File: src/rtl/pes_arith_pkg.sv
// Shared arithmetic types and op encodings for the pes datapath blocks.
package pes_arith_pkg;
  localparam int DATA_W = 32;

  typedef logic [DATA_W-1:0] word_t;

  localparam logic OP_ADD = 1'b0;
  localparam logic OP_SUB = 1'b1;
endpackage

File: src/rtl/pes_cla_adder.sv
// Combinational carry-lookahead adder built from 4-bit lookahead groups.
// Bit carries inside a group are fully expanded from the group carry-in;
// groups are chained through their group generate/propagate terms.
module pes_cla_adder #(
  parameter int WIDTH = 32
) (
  input  logic [WIDTH-1:0] x,
  input  logic [WIDTH-1:0] y,
  input  logic             c0,
  output logic [WIDTH-1:0] sum,
  output logic             c_msb_in,
  output logic             c_out
);
  localparam int GROUPS = WIDTH / 4;

  logic [WIDTH-1:0] g;
  logic [WIDTH-1:0] p;
  logic [WIDTH:0]   c;

  assign g    = x & y;
  assign p    = x ^ y;
  assign c[0] = c0;

  for (genvar k = 0; k < GROUPS; k++) begin : g_grp
    logic [3:0] gl, pl;
    logic       ci, gg, gp;

    assign gl = g[4*k +: 4];
    assign pl = p[4*k +: 4];
    assign ci = c[4*k];

    assign c[4*k+1] = gl[0] | (pl[0] & ci);
    assign c[4*k+2] = gl[1] | (pl[1] & gl[0]) | (pl[1] & pl[0] & ci);
    assign c[4*k+3] = gl[2] | (pl[2] & gl[1]) | (pl[2] & pl[1] & gl[0])
                    | (pl[2] & pl[1] & pl[0] & ci);

    // Group generate/propagate feed the group-level carry chain.
    assign gg = gl[3] | (pl[3] & gl[2]) | (pl[3] & pl[2] & gl[1])
              | (pl[3] & pl[2] & pl[1] & gl[0]);
    assign gp = &pl;
    assign c[4*k+4] = gg | (gp & ci);
  end

  assign sum      = p ^ c[WIDTH-1:0];
  assign c_msb_in = c[WIDTH-1];
  assign c_out    = c[WIDTH];
endmodule

File: src/rtl/pes_add_sub_32.sv
// Registered two's-complement adder/subtractor with carry/borrow-in and
// signed-overflow flag. One-cycle latency, one op accepted per cycle.
module pes_add_sub_32
  import pes_arith_pkg::*;
#(
  parameter int WIDTH = DATA_W
) (
  input  logic             clk,
  input  logic             rst_n,
  input  logic [WIDTH-1:0] a,
  input  logic [WIDTH-1:0] b,
  input  logic             cin,
  input  logic             sub,
  output logic [WIDTH-1:0] res,
  output logic             ovf
);
  logic [WIDTH-1:0] b_eff;
  logic             c0;
  logic [WIDTH-1:0] sum;
  logic             c_msb_in;
  logic             c_out;
  logic [WIDTH-1:0] res_d, res_q;
  logic             ovf_d, ovf_q;

  // Subtract is a + ~b + ~cin: invert operand B and the borrow-in.
  always_comb begin
    b_eff = b;
    c0    = cin;
    if (sub == OP_SUB) begin
      b_eff = ~b;
      c0    = ~cin;
    end
  end

  pes_cla_adder #(.WIDTH(WIDTH)) u_cla (
    .x        (a),
    .y        (b_eff),
    .c0       (c0),
    .sum      (sum),
    .c_msb_in (c_msb_in),
    .c_out    (c_out)
  );

  // Signed overflow: carry into MSB disagrees with carry out of MSB.
  always_comb begin
    res_d = sum;
    ovf_d = c_msb_in ^ c_out;
  end

  // Output register bank, cleared asynchronously.
  always_ff @(posedge clk or negedge rst_n) begin
    if (!rst_n) begin
      res_q <= '0;
      ovf_q <= 1'b0;
    end else begin
      res_q <= res_d;
      ovf_q <= ovf_d;
    end
  end

  assign res = res_q;
  assign ovf = ovf_q;
endmodule

File: config.mk
export PLATFORM = sky130hd
export DESIGN_NAME = pes_add_sub_32
export DESIGN_NICKNAME = d
export VERILOG_FILES = /design/src/rtl/pes_arith_pkg.sv /design/src/rtl/pes_cla_adder.sv /design/src/rtl/pes_add_sub_32.sv
export SDC_FILE = /design/constraint.sdc
export NUM_CORES = 1
export LEC_CHECK = 0
export BUFFER_PORTS_ARGS = -buffer_cell sky130_fd_sc_hd__buf_4
export CORE_UTILIZATION = 45
export CTS_CLUSTER_SIZE = 16
export DETAILED_ROUTE_END_ITERATION = 10
export HOLD_SLACK_MARGIN = 0.06
export PLACE_DENSITY = 0.78
export SYNTH_ARGS = -nofsm -noshare
export SYNTH_HDL_FRONTEND = slang
export SYNTH_SLANG_ARGS = --single-unit
export TNS_END_PERCENT = 30
File: constraint.sdc
create_clock -name clk -period 0.8 [get_ports clk]
set_input_delay 0.04 -clock clk [delete_from_list [all_inputs] [get_ports clk]]
set_output_delay 0.04 -clock clk [all_outputs]
set_load 0.05 [all_outputs]
* Word-level counts from Yosys, hierarchy flattened
Cells that the tools add are included.
Word-level totals: logic and storage cells 218, output and inout bits 33, register bits 33, input port bits 68
Cells by class: mux-type cells 2, reduce and logical (&&, ||, !) cells 8, bitwise gates (word level) 206
Operators with widths (number):
- $and A1 B1 Y1 | 120
- $or A1 B1 Y1 | 80
- $xor A32 B32 Y32 | 2
- $and A32 B32 Y32 | 1
- $mux W32 | 1
- $not A32 Y32 | 1
- $reduce_and A4 Y1 | 8
- $mux W1 | 1
- $not A1 Y1 | 1
- $xor A1 B1 Y1 | 1

* Logic depth before layout (Yosys ltp)
depth after elaboration 23, depth in mapped cells 14, mapped depth without buffers 12

* Modules after synthesis
From an unflattened synthesis, not the netlist that was laid out.
Second synthesis, totals: cell total of the unflattened synthesis 232, area, all modules 2568.7 um2
By module, submodules not included:
- pes_cla_adder | area each 1373.8 um2, cells an instance 161, seq. area each 0.0 um2, instances 1
- pes_add_sub_32 | area each 1194.9 um2, cells an instance 71, seq. area each 825.8 um2, instances 1

* Least setup slack after synthesis
OpenSTA, ideal clock, no wires.
path type input to register, from input port sub, to register res_q[28], in the netlist res[28], setup slack -2.347 ns, stages 13, arrival time 3.083 ns, cells stage by stage buf_6 clkbuf_1 xor2_1 ha_1 and3_1 a22o_1 a211oi_4 nor3_2 o21a_1 or3_1 a21oi_1 fa_1 inv_1
Between the ends: word-level cells in the longest chain between the ends 20, elaborated cells between the ends (all ways) 82
RTL lines:
- start, declared | RTL line pes_add_sub_32.sv:13 | input logic sub,
- $mux W32 | RTL line pes_add_sub_32.sv:29 | if (sub == OP_SUB) begin
- $xor A32 B32 Y32 or $and A32 B32 Y32 (tied branches) | RTL line pes_cla_adder.sv:21, pes_cla_adder.sv:20
- $and A1 B1 Y1, on equally long branches | RTL line pes_cla_adder.sv:38, pes_cla_adder.sv:39
- $or A1 B1 Y1 (tied with other cells) | RTL line pes_cla_adder.sv:38 | assign gg = gl[3] | (pl[3] & gl[2]) | (pl[3] & pl[2] & gl[1])
- $or A1 B1 Y1 or $and A1 B1 Y1 (tied branches) | RTL line pes_cla_adder.sv:38, pes_cla_adder.sv:39
- $or A1 B1 Y1 | RTL line pes_cla_adder.sv:39 | | (pl[3] & pl[2] & pl[1] & gl[0]);
- $or A1 B1 Y1 | RTL line pes_cla_adder.sv:41 | assign c[4*k+4] = gg | (gp & ci);
- $and A1 B1 Y1 | RTL line pes_cla_adder.sv:41
- [... 5 more ...]
- $and A1 B1 Y1 | RTL line pes_cla_adder.sv:41
- $or A1 B1 Y1 | RTL line pes_cla_adder.sv:41
- $and A1 B1 Y1 | RTL line pes_cla_adder.sv:41
- $or A1 B1 Y1 | RTL line pes_cla_adder.sv:41
- $and A1 B1 Y1 | RTL line pes_cla_adder.sv:41
- $or A1 B1 Y1 | RTL line pes_cla_adder.sv:41
- $xor A32 B32 Y32 (*) | RTL line pes_cla_adder.sv:44 | assign sum = p ^ c[WIDTH-1:0];
- net res_d[28] | RTL line pes_add_sub_32.sv:22 | logic [WIDTH-1:0] res_d, res_q;
- end signal, assigned | RTL line pes_add_sub_32.sv:56 | res_q <= res_d;
- end, declared | RTL line pes_add_sub_32.sv:22
The timed path passes the listed nets; every way through them passes the cells marked *.

* Final worst setup path
Ends and elaborated chain as after synthesis.

==> run metrics <==
Post-Layout Cell Count=between 500 and 600; CP Data Arrival Time=2.76 ns; DR pass1 iterations=4; Worst path most repeated cell=buf_6; ranking of synthesized cells by area=dfrtp_1, ha_1, xor2_1; Top Family by Delay on Critical Path=adder cells; class of the worst hold path=in2reg; nets=557; RSZ-0062 raised after global routing=true; overall power=11.12 mW; WP buf/inv=4; cell accounting for the most synthesized area=dfrtp_1; Post-Syn Area per Cell=10.05 sq um; worst hold margin=0.08481 ns; CP Class=in2reg; Placer Congestion=approximately 0.85; Netlist cell types=42; Placed Area=roughly 0.004 sq mm; finished layout cell area=0.004872 sq mm; Sink Count=33; hold path start=a[31]; gr ovfl total=0; Tmin final=2.511 ns; register bit count reported by yosys=33; vias in the first global route=about 2800; # port buffers=100; final hold vios=0; pin count of the biggest net entering global routing=34; Pwr Density=2282 mW/mm^2; first-pass GRT wire length=12580 microns; hold-critical path endpoint=res[31]; drt via density=5.278; leading cell type in the layout, fill and taps excluded=buf_4; Avg WL per Cell=19.13 microns; initial core utilization=0.4692; top_reg_cell synth=dfrtp_1; final antenna-violating net count=0; Post-Syn Instances=257; Die Span Y=77.78 microns; nature of the critical path endpoint=register; Area growth, synth to finish=88.57%; outcome=complete, but fails checks; register area share after synthesis=0.3196; Slowest-stage cell, CP=fa_2; htree depth=2; CP max stage delay=0.45 ns; DP Cell Count=486; P_leak=2.391 nW; syn nets=365; Worst slew margin=0.6300; share of cells above drive strength 1=0.6133; HPWL after DPL=5519 microns; die footprint=slightly above 0.006 sq mm; TritonCTS Buffers=5; final setup violation count=66; commonest cells after routing, fill and taps aside=buf_4, buf_6, dfrtp_1; CTS root buf=clkbuf_8; max-slew violation count=0; initial antenna violation count=0; I/O Pins=roughly 100; largest buffer count on any clock path=2; Horiz. Die Dim=around 78 microns; YS warnings=0; global-route usage over all layers=0.2711; clock tree from TritonCTS=done; Total Routed Length=approximately 10000 microns; Iter 0 DRT Violations=around 120; Final Core Density=0.8848; mapped cell area=between 0.002 and 0.003 sq mm; EDFF count, synth=0; ant diodes=0; crit start category=input port; FMAX=0.3983 GHz; Synth top area share=0.3196; period utilization=3.138; area of the core=0.005507 sq mm; Peak VDD IR=1.366 mV; Crit Path Max Fanout=7; Rows=27; Slew @ Worst Pin=about 0.54 ns; clock transition at the registers of the reported paths=0.08 ns; DRC Markers=0; Hold Path Depth=3; required arrival time at the worst endpoint=1.05 ns; Max Cap Violations=0; post-route setup slack=-1.711 ns; async set or reset register ratio after synthesis=1.000; vias=roughly 2800; failing checks=setup timing; critical-path cell list=buf_12 > buf_6 > buf_6 > xor2_1 > ha_1 > nand4_1 > nor2_2 > a32o_2 > o21a_1 > or3_4 > a21oi_4 > fa_2 > inv_2
## metal layers
layer / routed length, microns / GRT usage / vias to the layer above
li1: - / - / 1246
met5: 0 / 0 / -
met1: 3528 / 0.2864 / 1326
met2: 5448 / 0.5018 / 143
met3: 520 / 0.06471 / 40
met4: 491 / 0.1283 / 0
## cells by family (layout without fill, tap and decap cells)
family          Yosys count  in the layout  share of synthesized area
xor+xnor                 54             54                     0.1830
compound gates           53             53                     0.1414
fa+ha+maj                40             40                     0.2169
simple gates             38             38                    0.07507
buf+inv                  38            231                    0.05811
flops                    33             33                     0.3196
mux                       1              1                   0.005809
## power breakdown
group	switching, mW	internal [mW]
registers	0.280	2.20
clock network	0.682	0.779
logic	4.02	3.16
## repair_timing
item                                    in CTS  in global routing
gates cloned                                 1                  0
endpoints found under the setup margin      66                 66
hold endpoints to repair                    33                  0
pin swaps                                   45                 44
resized for setup                           73                 59
hold buffers                                 1                  0
setup buffers                               13                 17
## worst max-delay path by stage
stage	startpoint	end	slack [ns]	depth (start not counted)
after global placement	sub	res[28]	-2.02	12
final	sub	res[28]	-1.71	13
after floorplan	sub	res[28]	-2.01	13
after global routing	sub	res[20]	-1.82	14
after detailed placement	sub	res[28]	-2.13	12
after CTS	sub	res[28]	-1.63	12
## state kept, by name (all words and copies together) (netlist names)
register	flops
ovf	1
res	32
## layout make-up
class | count | area (sq um)
Clock buffer | 7 | 96.34
Clock inverter | 1 | 5.005
Fill cell | 231 | 634.4
Inverter | 34 | 127.6
Multi-Input combinational cell | 186 | 2079
Sequential cell | 33 | 825.8
Tap cell | 72 | 90.09
Timing Repair Buffer | 189 | 1648
## synth_stat cells (2+ instances only)
cell      count
ha_1         32
dfrtp_1      33
and3_1        3
nor2_1       10
xor2_1       38
a211oi_1      2
nand4_1       3
inv_1        34
clkbuf_1      3
a21o_1        4
o21ai_1       3
nand3_1       2
or3_1         2
o21bai_1      4
nand2_1       7
o21ai_0       3
a21oi_1      21
fa_1          8
nor3_1        4
xnor2_1      16
a21boi_0      2
o311ai_1      2
nor2b_1       2
## through the flow
stage                     setup TNS, ns  worst slack (ns)
after CTS                        -38.55            -1.628
after global routing             -45.44            -1.819
after global placement           -49.23            -2.024
final                            -41.85            -1.711
after floorplan                  -45.16            -2.011
after detailed placement         -52.23            -2.129
No activity file was read; power rests on OpenSTA's default activity.
